==> src/rtl/cla_pipe_pkg.sv <==
// cla_pipe_pkg: shared constants, types and helpers for the pipelined CLA adder.
//   CLA_GROUP_W  - width of one lookahead group (4 bits)
//   cla_stages() - pipeline depth for a given operand width and groups per stage
//   stage_ctl_t  - width-independent control half of a stage register
//                  (valid bit and carry handed to the next stage)
package cla_pipe_pkg;

    localparam int unsigned CLA_GROUP_W = 4;

    function automatic int unsigned cla_stages(input int unsigned width,
                                               input int unsigned groups_per_stage);
        return width / (CLA_GROUP_W * groups_per_stage);
    endfunction

    // The data half (partial sum, remaining operands) depends on WIDTH, so the
    // top module wraps this control struct in its own parameterised stage type.
    typedef struct packed {
        logic valid;
        logic carry;
    } stage_ctl_t;

endpackage

==> src/rtl/cla_group4.sv <==
// cla_group4: combinational 4-bit carry-lookahead group.
//   a, b : operand nibbles
//   cin  : carry into the group
//   sum  : 4-bit group sum
//   gg   : group generate (group produces a carry on its own)
//   gp   : group propagate (group passes cin straight through)
module cla_group4 (
    input  logic [3:0] a,
    input  logic [3:0] b,
    input  logic       cin,
    output logic [3:0] sum,
    output logic       gg,
    output logic       gp
);

    logic [3:0] g;
    logic [3:0] p;
    logic [3:0] c;

    assign g = a & b;
    assign p = a ^ b;

    // Every internal carry is a flat sum of products from cin; no bit ripple.
    assign c[0] = cin;
    assign c[1] = g[0] | (p[0] & cin);
    assign c[2] = g[1] | (p[1] & g[0]) | (p[1] & p[0] & cin);
    assign c[3] = g[2] | (p[2] & g[1]) | (p[2] & p[1] & g[0]) | (p[2] & p[1] & p[0] & cin);

    assign sum = p ^ c;
    assign gg  = g[3] | (p[3] & g[2]) | (p[3] & p[2] & g[1]) | (p[3] & p[2] & p[1] & g[0]);
    assign gp  = &p;

endmodule

==> src/rtl/cla_pipe_adder.sv <==
// cla_pipe_adder: pipelined carry-lookahead adder with valid/ready handshake.
// Each stage sums GROUPS_PER_STAGE 4-bit lookahead groups and registers the
// partial sum, its carry out and the operands still to be summed.
//   clk, reset_n         : clock, asynchronous active-low reset
//   in_valid / in_ready  : input handshake; in_ready = !out_valid || out_ready
//   a, b, ci             : operands and carry in
//   out_valid / out_ready: output handshake
//   s, co, ov            : sum, carry out of MSB, signed overflow
// Optional: `define CLA_PIPE_SUB_EN adds input `sub` (1 = compute a - b).
module cla_pipe_adder
    import cla_pipe_pkg::*;
#(
    parameter int unsigned WIDTH            = 32,
    parameter int unsigned GROUPS_PER_STAGE = 2
) (
    input  logic             clk,
    input  logic             reset_n,
    input  logic             in_valid,
    output logic             in_ready,
    input  logic [WIDTH-1:0] a,
    input  logic [WIDTH-1:0] b,
    input  logic             ci,
`ifdef CLA_PIPE_SUB_EN
    input  logic             sub,
`endif
    output logic             out_valid,
    input  logic             out_ready,
    output logic [WIDTH-1:0] s,
    output logic             co,
    output logic             ov
);

    localparam int unsigned SLICE_W = CLA_GROUP_W * GROUPS_PER_STAGE;
    localparam int unsigned STAGES  = cla_stages(WIDTH, GROUPS_PER_STAGE);

    typedef struct packed {
        stage_ctl_t       ctl;
        logic [WIDTH-1:0] sum;
        logic [WIDTH-1:0] a;
        logic [WIDTH-1:0] b;
    } stage_reg_t;

    stage_reg_t       stage_in [STAGES];
    stage_reg_t       stage_d  [STAGES];
    stage_reg_t       stage_q  [STAGES];
    logic             advance;
    logic [WIDTH-1:0] b_eff;
    logic             ci_eff;

`ifdef CLA_PIPE_SUB_EN
    assign b_eff  = b ^ {WIDTH{sub}};
    assign ci_eff = ci ^ sub;
`else
    assign b_eff  = b;
    assign ci_eff = ci;
`endif

    assign out_valid = stage_q[STAGES-1].ctl.valid;
    assign advance   = !out_valid || out_ready;
    assign in_ready  = advance;
    assign s         = stage_q[STAGES-1].sum;
    assign co        = stage_q[STAGES-1].ctl.carry;
    // The carry into the MSB is recovered from the stored MSB operands and
    // sum bit (s = a ^ b ^ c), so no extra register is needed for it.
    assign ov        = co ^ (stage_q[STAGES-1].sum[WIDTH-1] ^
                             stage_q[STAGES-1].a[WIDTH-1]   ^
                             stage_q[STAGES-1].b[WIDTH-1]);

    assign stage_in[0] = '{ctl: '{valid: in_valid, carry: ci_eff},
                           sum: '0, a: a, b: b_eff};

    for (genvar k = 0; k < STAGES; k++) begin : g_stage
        logic [GROUPS_PER_STAGE:0]   carry;
        logic [GROUPS_PER_STAGE-1:0] grp_g;
        logic [GROUPS_PER_STAGE-1:0] grp_p;
        logic [SLICE_W-1:0]          slice_sum;
        stage_reg_t                  nxt;

        if (k > 0) begin : g_link
            assign stage_in[k] = stage_q[k-1];
        end

        assign carry[0] = stage_in[k].ctl.carry;

        for (genvar g = 0; g < GROUPS_PER_STAGE; g++) begin : g_group
            cla_group4 u_group (
                .a   (stage_in[k].a[k*SLICE_W + g*CLA_GROUP_W +: CLA_GROUP_W]),
                .b   (stage_in[k].b[k*SLICE_W + g*CLA_GROUP_W +: CLA_GROUP_W]),
                .cin (carry[g]),
                .sum (slice_sum[g*CLA_GROUP_W +: CLA_GROUP_W]),
                .gg  (grp_g[g]),
                .gp  (grp_p[g])
            );
            assign carry[g+1] = grp_g[g] | (grp_p[g] & carry[g]);
        end

        always_comb begin
            nxt                          = stage_in[k];
            nxt.ctl.carry                = carry[GROUPS_PER_STAGE];
            nxt.sum[k*SLICE_W +: SLICE_W] = slice_sum;
        end

        assign stage_d[k] = nxt;
    end

    // Global stall: every stage holds together whenever the output is blocked.
    always_ff @(posedge clk or negedge reset_n) begin
        if (!reset_n) begin
            for (int unsigned k = 0; k < STAGES; k++) begin
                stage_q[k] <= '0;
            end
        end else if (advance) begin
            for (int unsigned k = 0; k < STAGES; k++) begin
                stage_q[k] <= stage_d[k];
            end
        end
    end

endmodule

==> config.mk <==
export PLATFORM = sky130hd
export DESIGN_NAME = cla_pipe_adder
export DESIGN_NICKNAME = d
export VERILOG_FILES = /design/src/rtl/cla_pipe_pkg.sv /design/src/rtl/cla_group4.sv /design/src/rtl/cla_pipe_adder.sv
export SDC_FILE = /design/constraint.sdc
export NUM_CORES = 1
export LEC_CHECK = 0
export CORE_ASPECT_RATIO = 1.1
export CORE_MARGIN = 2
export CORE_UTILIZATION = 56
export CTS_CLUSTER_SIZE = 8
export DETAILED_ROUTE_END_ITERATION = 6
export GPL_TIMING_DRIVEN = 0
export PLACE_DENSITY = 0.8
export SLEW_MARGIN = 20
export SYNTH_ARGS = -nofsm -noshare
export SYNTH_HDL_FRONTEND = slang
export SYNTH_SLANG_ARGS = --single-unit
==> constraint.sdc <==
create_clock -name clk -period 2.58 [get_ports clk]
set_clock_uncertainty 0.05 [all_clocks]
set_input_delay 0.645 -clock clk [delete_from_list [all_inputs] [get_ports clk]]
set_output_delay 0.645 -clock clk [all_outputs]
set_load 0.1 [all_outputs]
==> results by group <==
Layout
  • Area grow syn2layout: 23.2%
  • Fraction of layout cells with a size suffix above 1: 10.4%
  • Non-Filler Cell Area, Final: 10500 sq um
  • Filler cells: 1211
  • N_diodes: 0
  • Post-Layout Cell Count: 1276
  • Nets: 1176

Yosys
  • Post-synth top area share: 54.7%
  • Count of cell types in the netlist: 33
  • Synth cell count leaders: nand2_1 (479), dfrtp_1 (186), buf_4 (40)
  • Count leader, synth: nand2_1
  • Mean Syn Cell Area: 9.02 sq um
  • Cell taking the most area after synthesis: dfrtp_1
  • EDFF count, synth: 0
  • Ranking of synthesized cells by area: dfrtp_1 (55%), nand2_1 (21%), ha_1 (4.7%)
  • Mapped cell area: 8510 sq um
  • Seq/Total Area, Yosys: 54.7%
  • Dominant synthesized flop cell: dfrtp_1
  • Yosys warnings: 0
  • #FFs+latches synth: 186
  • Mapped Cells: 943
  • Syn nets: 1052
  • Async set-reset flop share out of synthesis: 100%

Routing
  • Routed Antenna Nets: 0
  • DRC violations left: 0
  • Wirelength per Cell: 14.7 um
  • Routed vias: 6550
  • Initial drt markers: 507
  • Post-Route WL: 18.7 mm
  • Detailed Routing Iterations Pass 1: 5
  • Vias per cell: 5.13

Critical path
  • Data arrival, critical path: 1790 ps
  • Startpoint Class: register
  • Crit path launch: s[23]
  • Crit path required time: 1880 ps
  • Kind of critical path: register to output pin
  • Critical path endpoint category: output pin
  • CP max FO: 2
  • Reg2reg start: g_stage[2].nxt[17]

Placement
  • DP Worst Slack: -1400 ps
  • Placed cell areas: 9880 sq um
  • Dpl cells: 1245
  • I/O Buffers: 104
  • HPWL after DPL: 13.5 mm
  • GP Congestion: 0.847

STA
  • RSZ-0062 raised after global routing: no
  • Hold_ws: 49.8 ps
  • Final hold viol count: 0
  • Rel. slew slack: 34.9%
  • Slew @ Worst Pin: 981 ps
  • Highest Clock Rate: 402 MHz
  • Final Cycle Share: 96.4%
  • Final worst slack: 91.9 ps
  • Final Max Slew Viols: 0
  • Minimum clock period: 2490 ps
  • Final setup viols: 0

Clock network
  • Setup Buffers After CTS: 0
  • CTS buffer count: 17
  • Worst-skew pair later-pin latency: 440 ps
  • Clock Tree Root: clkbuf_16
  • CTS tree: yes
  • CTS Buffer Depth: 2
  • Clock-pin slew on the worst setup and hold paths: 70 ps
  • Hold Buf Count CTS: 0
  • H-tree depth: 4
  • Clock sinks: 186

Global routing
  • Pin count of the biggest net entering global routing: 84
  • GRT Total Usage: 25.1%
  • Initial antenna violation count: 0
  • Global route total overflow: 0
  • Vias in the first global route: 6424
  • First-pass GRT wire length: 31.5 mm

Floorplan
  • I/O pin count: 105
  • Die area: 16200 sq um
  • Placement Rows: 47
  • Starting density of the core: 57.0%
  • Core Footprint: 14900 sq um
  • Die width: 122 um
  • Chip height: 133 um

Power
  • Max VDD drop: 597 uV
  • Leak Pwr: 5.44 nW
  • PwrDens: 1420 nW/um^2

Worst hold path
  • Worst Hold Class: input port to async pin

Outcome
  • Status: finished clean

Flow run
  • Max-cap violations: 0
[flip-flops by register name, indices dropped and copies added (netlist names)]
register and cells:
co 1, g_stage.carry 3, g_stage.nxt 147, out_valid 1
s 32, stage_q 2
[layout by cell type, fill, tap and decap left out, types with 10 or more instances in the layout]
master	count
a21o_1	10
clkdlybuf4s50_1	66
dlygate4sd2_1	35
xnor2_1	11
dfrtp_1	185
buf_4	40
clkbuf_16	17
nor2_1	16
buf_2	25
a21oi_1	22
ha_1	32
nand3_1	10
nand2_1	479
o21ai_0	27
[metal layers]
| layer | GRT usage, % | up-vias | part of all wire [%] |
|---|---|---|---|
| met1 | 33.4 | 3105 | 44 |
| met5 | 0 | - | 0 |
| met3 | 5.52 | 36 | 5.3 |
| met4 | 9.13 | 0 | 2.6 |
| met2 | 40.8 | 183 | 48 |
| li1 | - | 3226 | - |
[power breakdown]
group,switching (mW),internal [mW]
registers,0.806,4.19
logic,4.83,2.33
clock network,1.13,1.63
[cells by family (layout without fill, tap and decap cells)]
family / count (synthesis) / count (layout) / share of synthesized area [%]
compound gates: 84 / 84 / 6.29
xor+xnor: 15 / 15 / 1.54
fa+ha+maj: 40 / 40 / 6.59
flops: 186 / 186 / 54.7
buf+inv: 81 / 218 / 5.81
simple gates: 537 / 537 / 25.1
[path summary, 6_finish.rpt]
kind	cells after the start	slack (ps)	end
max in group asynchronous	2	1720	g_stage[2].nxt[63]
setup reg to reg	7	250	g_stage[3].nxt[85]
min in group clk	2	410	g_stage[3].nxt[97]
setup / recovery	2	90	s[23]
hold / removal	1	50	g_stage[1].nxt[13]
hold reg to reg	2	410	g_stage[3].nxt[97]
[worst max-delay path: stages (launching register included)]
cell,delay [ps]
dfrtp_1,390
buf_4,120
dlygate4sd2_1,850
[through the flow]
step                total power, mW  TNS (ps)  utilization [%]
global route                   15.9         0             70.2
floorplan                      10.5         0                -
finish                         14.9         0             70.2
CTS                            14.9         0             70.1
global placement               12.1  -1227880             65.7
detailed placement             12.3     -3190             66.1
[area by class of cell]
type	instances	area [sq um]	area share [%]
Multi-Input combinational cell	676	3390	32.3
Tap cell	196	245	2.34
Buffer	73	473	4.51
Inverter	7	31.3	0.298
Timing Repair Buffer	106	1060	10.1
Sequential cell	186	4660	44.4
Clock buffer	18	429	4.09
Clock inverter	14	195	1.86
[repair_timing]
item | CTS | global route
pin swaps | 0 | 2
endpoints found under the setup margin | 36 | 2
hold endpoints to repair | 0 | 0
gates resized for setup | 54 | 3
Power figures use the tool's default switching activity.
